## config.mk

```make
export PLATFORM = sky130hd
export DESIGN_NAME = priority_grant_decoder
export DESIGN_NICKNAME = d
export VERILOG_FILES = /design/src/rtl/priority_grant_decoder_pkg.sv /design/src/rtl/priority_grant_decoder_grant_hold_timer.sv /design/src/rtl/priority_grant_decoder.sv
export SDC_FILE = /design/constraint.sdc
export NUM_CORES = 1
export LEC_CHECK = 0
export ABC_AREA = 1
export CAP_MARGIN = 10
export CORE_AREA = 2 2 39 41
export CTS_CLUSTER_SIZE = 40
export DETAILED_ROUTE_END_ITERATION = 6
export DIE_AREA = 0 0 41 43
export GPL_ROUTABILITY_DRIVEN = 0
export GPL_TIMING_DRIVEN = 0
export PLACE_DENSITY = 0.72
export SYNTH_ARGS = -nofsm -noshare
export SYNTH_HDL_FRONTEND = slang
export SYNTH_SLANG_ARGS = --single-unit
export TNS_END_PERCENT = 20
```

## constraint.sdc

```tcl
create_clock -name clk -period 3.6 [get_ports clk]
set_clock_uncertainty 0.1 [all_clocks]
set_input_delay 0.54 -clock clk [delete_from_list [all_inputs] [get_ports clk]]
set_output_delay 0.54 -clock clk [all_outputs]
set_load 0.03 [all_outputs]
```

## src/rtl/priority_grant_decoder_pkg.sv

```systemverilog
// Shared definitions for the priority request path: decoder state encoding and
// counter width helper, also used on the priority selector side.
package priority_grant_decoder_pkg;

    typedef logic [1:0] pgd_state_t;

    localparam pgd_state_t StIdle  = 2'd0;
    localparam pgd_state_t StGrant = 2'd1;
    localparam pgd_state_t StGap   = 2'd2;

    // Bits needed to hold values 0..max_val, never less than one bit.
    function automatic int unsigned cnt_width(input int unsigned max_val);
        int unsigned w;
        w = $clog2(max_val + 1);
        return (w < 1) ? 1 : w;
    endfunction

endpackage

```

## src/rtl/priority_grant_decoder_grant_hold_timer.sv

```systemverilog
// Saturating up-counter with synchronous clear and an expire flag that is
// high while the count equals the supplied limit.
module priority_grant_decoder_grant_hold_timer #(
    parameter int unsigned Width = 4
) (
    input  logic             clk_i,
    input  logic             rst_i,
    input  logic             clear_i,
    input  logic             en_i,
    input  logic [Width-1:0] limit_i,
    output logic             expire_o
);

    logic [Width-1:0] cnt_q, cnt_d;

    assign expire_o = (cnt_q == limit_i);

    // Clear has priority; counting stops once the limit is reached.
    always_comb begin
        cnt_d = cnt_q;
        if (clear_i) begin
            cnt_d = '0;
        end else if (en_i && !expire_o) begin
            cnt_d = cnt_q + Width'(1);
        end
    end

    // Counter register with synchronous reset.
    always_ff @(posedge clk_i) begin
        if (rst_i) begin
            cnt_q <= '0;
        end else begin
            cnt_q <= cnt_d;
        end
    end

endmodule

```

## src/rtl/priority_grant_decoder.sv

```systemverilog
// Decodes the winning index from the priority selector into a one-hot grant,
// holds it until the owner reports done or the hold limit expires, then keeps
// an idle gap before accepting the next selection.
module priority_grant_decoder
    import priority_grant_decoder_pkg::*;
#(
    parameter int unsigned N          = 3,
    parameter int unsigned IDX_W      = 2,
    parameter int unsigned HOLD_MAX   = 15,
    parameter int unsigned GAP_CYCLES = 1
) (
    input  logic             clk,
    input  logic             rst,
    input  logic             sel_valid,
    input  logic [IDX_W-1:0] sel_idx,
    output logic             sel_ready,
    input  logic [N-1:0]     done,
    output logic [N-1:0]     grant,
    output logic             busy,
    output logic             timeout,
    output logic             err_idx
);

    localparam int unsigned HoldW = cnt_width(HOLD_MAX);
    localparam int unsigned GapW  = cnt_width(GAP_CYCLES);

    pgd_state_t   state_q, state_d;
    logic [N-1:0] grant_q, grant_d;
    logic         timeout_q, timeout_d;
    logic         err_q, err_d;

    logic accept;
    logic idx_ok;
    logic done_hit;
    logic release_grant;
    logic hold_clear, hold_en, hold_expire;
    logic gap_clear, gap_en, gap_expire;

    assign sel_ready = (state_q == StIdle);
    assign busy      = (state_q != StIdle);
    assign grant     = grant_q;
    assign timeout   = timeout_q;
    assign err_idx   = err_q;

    assign accept = sel_valid && sel_ready;
    // Compare at 32 bits so N == 2**IDX_W still works.
    assign idx_ok = (32'(sel_idx) < N);

    // Masking with the held grant ignores done from non-granted channels.
    assign done_hit      = (state_q == StGrant) && |(done & grant_q);
    assign release_grant = (state_q == StGrant) && (done_hit || hold_expire);

    // Hold count steps on the accept edge too, so it reads 1 in the first
    // grant cycle and expires in grant cycle HOLD_MAX.
    assign hold_en    = (state_q == StGrant) || (accept && idx_ok);
    assign hold_clear = !hold_en;

    // Gap count likewise starts on the release edge and expires in the last
    // gap cycle.
    assign gap_en    = (state_q == StGap) || release_grant;
    assign gap_clear = !gap_en;

    priority_grant_decoder_grant_hold_timer #(
        .Width (HoldW)
    ) u_hold_timer (
        .clk_i    (clk),
        .rst_i    (rst),
        .clear_i  (hold_clear),
        .en_i     (hold_en),
        .limit_i  (HoldW'(HOLD_MAX)),
        .expire_o (hold_expire)
    );

    priority_grant_decoder_grant_hold_timer #(
        .Width (GapW)
    ) u_gap_timer (
        .clk_i    (clk),
        .rst_i    (rst),
        .clear_i  (gap_clear),
        .en_i     (gap_en),
        .limit_i  (GapW'(GAP_CYCLES)),
        .expire_o (gap_expire)
    );

    // Next-state, grant and pulse decode.
    always_comb begin
        state_d   = state_q;
        grant_d   = grant_q;
        timeout_d = 1'b0;
        err_d     = 1'b0;
        case (state_q)
            StIdle: begin
                if (accept) begin
                    if (idx_ok) begin
                        grant_d = N'(1) << sel_idx;
                        state_d = StGrant;
                    end else begin
                        err_d = 1'b1;
                    end
                end
            end
            StGrant: begin
                if (release_grant) begin
                    grant_d   = '0;
                    // done wins over a simultaneous expiry.
                    timeout_d = !done_hit;
                    state_d   = (GAP_CYCLES == 0) ? StIdle : StGap;
                end
            end
            StGap: begin
                grant_d = '0;
                if (gap_expire) begin
                    state_d = StIdle;
                end
            end
            default: begin
                grant_d = '0;
                state_d = StIdle;
            end
        endcase
    end

    // State and registered outputs with synchronous reset.
    always_ff @(posedge clk) begin
        if (rst) begin
            state_q   <= StIdle;
            grant_q   <= '0;
            timeout_q <= 1'b0;
            err_q     <= 1'b0;
        end else begin
            state_q   <= state_d;
            grant_q   <= grant_d;
            timeout_q <= timeout_d;
            err_q     <= err_d;
        end
    end

endmodule

```

Word-level counts from Yosys, hierarchy flattened
Index checks and enable logic that the tools add are counted.
{ "op_classes": {"n_addsub": 2, "magnitude_cmp": 1, "n_eq_ne": 7, "shift": 1, "muxes": 10, "n_bitwise": 7, "reduce_logical": 21} }
{ "op_table": {"columns": ["operator", "count"], "rows": [
  ["$mux W3", 3],
  ["$reduce_or A3 Y1", 3],
  ["$mux W2", 4],
  ["$logic_and A1 B1 Y1", 6],
  ["$ne A2 B1 Y1 const B", 3],
  ["$not A1 Y1", 6],
  ["$pmux W2 S3", 1],
  ["$pmux W3 S2", 1],
  ["$add A4 B1 Y4 const B", 1],
  ["$eq A4 B4 Y1 const B", 1],
  ["$reduce_and A4 Y1", 1],
  ["$reduce_or A2 Y1", 2],
  ["$and A3 B3 Y3", 1],
  ["$logic_not A1 Y1", 3],
  ["$logic_or A1 B1 Y1", 3],
  ["$reduce_and A3 Y1", 1],
  ["$shl A1 B2 Y3 const A", 1],
  ["$eq A2 B1 Y1 const B", 1],
  ["$eq A2 B2 Y1 const B", 1],
  ["$logic_not A2 Y1", 1],
  ["$lt A2 B2 Y1 const B", 1],
  ["$ne A2 B2 Y1 const B", 1],
  ["$reduce_bool A2 Y1", 1],
  ["$add A1 B1 Y1 const B", 1],
  ["$mux W1", 1]
]} }
{ "word_totals": {"reg_bits": 12, "inputBits": 8, "output_inout_bits": 7} }

Longest topological paths before layout
{ "depth": {"depth_word": 8, "depth_mapped": 7, "depth_no_buf": 7} }

Modules after synthesis
A second synthesis with hierarchy kept.
{ "hier_totals": {"hier_cells": 120, "area_unflattened_um2": 772.0} }
{ "modules_own_cells": {"columns": ["mod", "instances", "cells_per_inst", "area_each_um2"], "rows": [
  ["priority_grant_decoder", 1, 61, 417.9],
  ["priority_grant_decoder_grant_hold_timer at u_hold_timer", 1, 51, 297.8],
  ["priority_grant_decoder_grant_hold_timer at u_gap_timer", 1, 8, 56.3]
]} }

Least setup slack after synthesis
Ideal clock, no wire load.
{ "synth_path": {"path_kind": "reg2out", "start": "register state_q[0]", "end": "output port busy", "t_arrival_ps": 831, "t_required_ps": 2960, "path_slack_ps": 2129, "stages_incl_launch_ff": 3, "path_buffers": 0, "path_cell_list": "dfxtp_1 nor2_4 inv_1"} }
{ "synth_via": {"elab_chain_cells": 1} }
{ "synth_rtl": {"columns": ["element", "line", "rtl"], "rows": [
  ["from (decl)", "priority_grant_decoder.sv:27", "pgd_state_t state_q, state_d;"],
  ["from (signal assigned)", "priority_grant_decoder.sv:126", "state_q <= StIdle;"],
  ["from (signal assigned)", "priority_grant_decoder.sv:131", "state_q <= state_d;"],
  ["$reduce_bool A2 Y1", "priority_grant_decoder.sv:40", "assign busy = (state_q != StIdle);"],
  ["to (decl)", "priority_grant_decoder.sv:19", "output logic busy,"]
]} }
No other way between the ends.

Worst setup path after layout
{ "layout_path": {"start": "register state_q[0]", "end": "output port sel_ready"} }
{ "layout_via": {"elab_chain_cells": 1} }
{ "layout_rtl": {"columns": ["element", "line", "rtl"], "rows": [
  ["$logic_not A2 Y1", "priority_grant_decoder.sv:39", "assign sel_ready = (state_q == StIdle);"],
  ["to (decl)", "priority_grant_decoder.sv:16", "output logic sel_ready,"]
]} }
No other way between the ends.

==> flow_summary.ini <==
[worst_setup_path]
worstSetupEndpointType = primary output
worstPathArrival_ns = 1.53
cp.required_ns = 2.96
crit_path_cell_trace = nor2_4 -> clkdlybuf4s50_1
r2r_cells = 5
crit_path_max_fanout = 8
slowest_stage = clkdlybuf4s50_1
cpPeakStageDelay_ns = 0.71
crit_type = flop to primary output
cp-start-kind = flop

[run_status]
status = complete, no violations

[detailed_routing]
drtIter0Drc = 6
vias_per_cell = 4.83
routedWlPerCell_um = 9.88
drc = 0
wirelength_um = 1140
num_vias = 555
firstDrtPassIters = 4
ant_nets = 0

[place]
portBuffers = 14
dp_slack_ns = 1.72
place_area_sq_um = 744
hpwl_um = 883
dp_cells = 111

[logic_synthesis]
netlist_area_sq_um = 584
syn_area_per_cell_sq_um = 7.21
synthTopCellsByCount = 20 x nand2_1, 12 x dfxtp_1, 10 x nand3_1, 10 x nor2_1, 9 x inv_1
synthFlopType = dfxtp_1
synth_top_cell_by_area = dfxtp_1
synth_edf_count = 0
yosys_register_bits = 12
synthAdderAreaFrac = 0.0214
synth.area.mux_share = 0
postSynthCellCount = 81
synth_xor_area_frac = 0
synth_top_area_share = 0.411
ys_seq_area_frac = 0.411
synth-simple-area-share = 0.443
synth_compound_area_frac = 0.0600
synthDistinctLibCells = 16
synth_top_family_by_area = simple AND/OR/NAND/NOR gates
yosys_warnings = 0
syn_nets = 90
post-synth-top-count-cell = nand2_1
async_reset_ff_frac = 0
synthTopCellsByArea = dfxtp_1 41%, nand2_1 13%, nand3_1 8.6%

[clock_network]
cts_resized = 0
root_buffer = clkbuf_4
clk_pin_slew_ns = 0.07
h-tree-depth = 1
cts_buffers = 3
clock_path_buffers = 2
insertion_delay_ns = 0.27
cts_hold_buf = 0
cts_setup_buffers = 0
cts_tree = done
clkSinkCount = 12

[final_layout]
fillers = 141
final_area_sq_um = 781
antenna-diode-count = 0
multiInputGateArea_sq_um = 307
final_cells = 115
final_core_util = 0.564
final_nets = 109
regArea_sq_um = 240
areaGrowthSynthToFinish_pct = 33.6
drive_gt1_frac = 0.131

[floorplanning]
io_pins = 15
die-area_sq_um = 1760
start_util = 0.422
die_w_um = 41
rows = 14
fp.dieH_um = 43
core-area_sq_um = 1380

[sta]
rsz0062_at_grt = no
relSlewSlack = 0.795
fin_ws_ns = 1.43
tightest_slew_ns = 0.306
period_needed_ns = 2.17
tns_ns = 0
finalCritPeriodShare = 0.602
setup_viol = 0
drv_slew = 0
max_freq_mhz = 461
hold_ws_ns = 0.385
hold_violations = 0

[grt]
grt_pass1_vias = 469
grt_overflow = 0
grt_antenna_before_repair = 0
grt_pass1_wl_um = 1780
grtUsageTotal = 0.151
grt_max_degree = 9

[pwr]
p_per_area_nw_per_um2 = 477
cell_internal_pwr_mw = 0.252
combPwrFrac = 0.295
p_leak_nw = 0.372
power_mw = 0.372
irDropWorstVdd_mv = 0.267
power_frac_clock = 0.287
p_sw_mw = 0.120
p_seq_frac = 0.418
switching_share = 0.323

[flow_run]
max_cap_violations = 0

[worst_hold_path]
hp-class = flop to flop
hold_depth = 3
## final timing paths
kind	startpoint	endpoint	slack, ns
worst max-delay path	state_q[0]$_SDFFE_PP0P_	sel_ready	1.43
worst max register to register	u_hold_timer.cnt_q[0]$_SDFFE_PP0P_	u_hold_timer.cnt_q[0]$_SDFFE_PP0P_	2.21
worst min-delay path	u_gap_timer.cnt_q$_SDFFE_PP0P_	state_q[1]$_SDFFE_PP0P_	0.39
worst min register to register	u_gap_timer.cnt_q$_SDFFE_PP0P_	state_q[1]$_SDFFE_PP0P_	0.39
## power groups by stage
stage | clock [mW] | sequential [mW] | combinational, mW
floorplan | 0 | 0.169 | 0.0622
detailed placement | 0 | 0.159 | 0.111
CTS | 0.110 | 0.156 | 0.111
finish | 0.107 | 0.156 | 0.110
global placement | 0 | 0.158 | 0.109
global route | 0.118 | 0.157 | 0.121
## worst max-delay path: cells and delay by family, from the launching register on
kind,cells,cell delay [ns]
DFF,1,0.34
and+or+nand+nor,1,0.21
buffers and inverters,1,0.71
## layout make-up
type                            instances  area share
Sequential cell                        12       0.308
Multi-Input combinational cell         59       0.393
Inverter                               10      0.0481
Clock buffer                            4      0.0465
Tap cell                               16      0.0256
Timing Repair Buffer                   14       0.179
## layout by cell type, fill, tap and decap left out
| master | instances |
|---|---|
| nor2_4 | 1 |
| clkdlybuf4s50_1 | 14 |
| nand2_2 | 2 |
| nor3_2 | 1 |
| clkbuf_4 | 3 |
| inv_2 | 1 |
| nand4_1 | 3 |
| clkbuf_8 | 1 |
| ha_1 | 1 |
| inv_1 | 9 |
| dfxtp_1 | 12 |
| nand2_1 | 20 |
| nand3_4 | 1 |
| nor2_1 | 10 |
| o21ai_0 | 1 |
| nand3_1 | 10 |
| a21oi_1 | 6 |
| or2_2 | 1 |
| nand3_2 | 2 |
## per-layer routing
metal / up-vias / global-route usage / part of all wire
met4: 0 / 0.0800 / 0.0088
met1: 240 / 0.179 / 0.45
met2: 14 / 0.231 / 0.49
met3: 2 / 0.0471 / 0.054
met5: - / 0 / 0
li1: 299 / - / -
## flip-flops by register name, summed over array words and instances (netlist names)
| name | flops |
|---|---|
| u_hold_timer.cnt_q | 4 |
| grant | 3 |
| state_q | 2 |
| err_idx | 1 |
| timeout | 1 |
| u_gap_timer.cnt_q | 1 |
## cells by family (layout without fill, tap and decap cells)
logic type	Yosys count	after routing
AO/OA/AOI/OAI	7	7
adder cells (fa/ha/maj)	1	1
buffers and inverters	10	28
AND/OR/NAND/NOR	51	51
flip-flops	12	12
(Power assumes the default switching activity.)
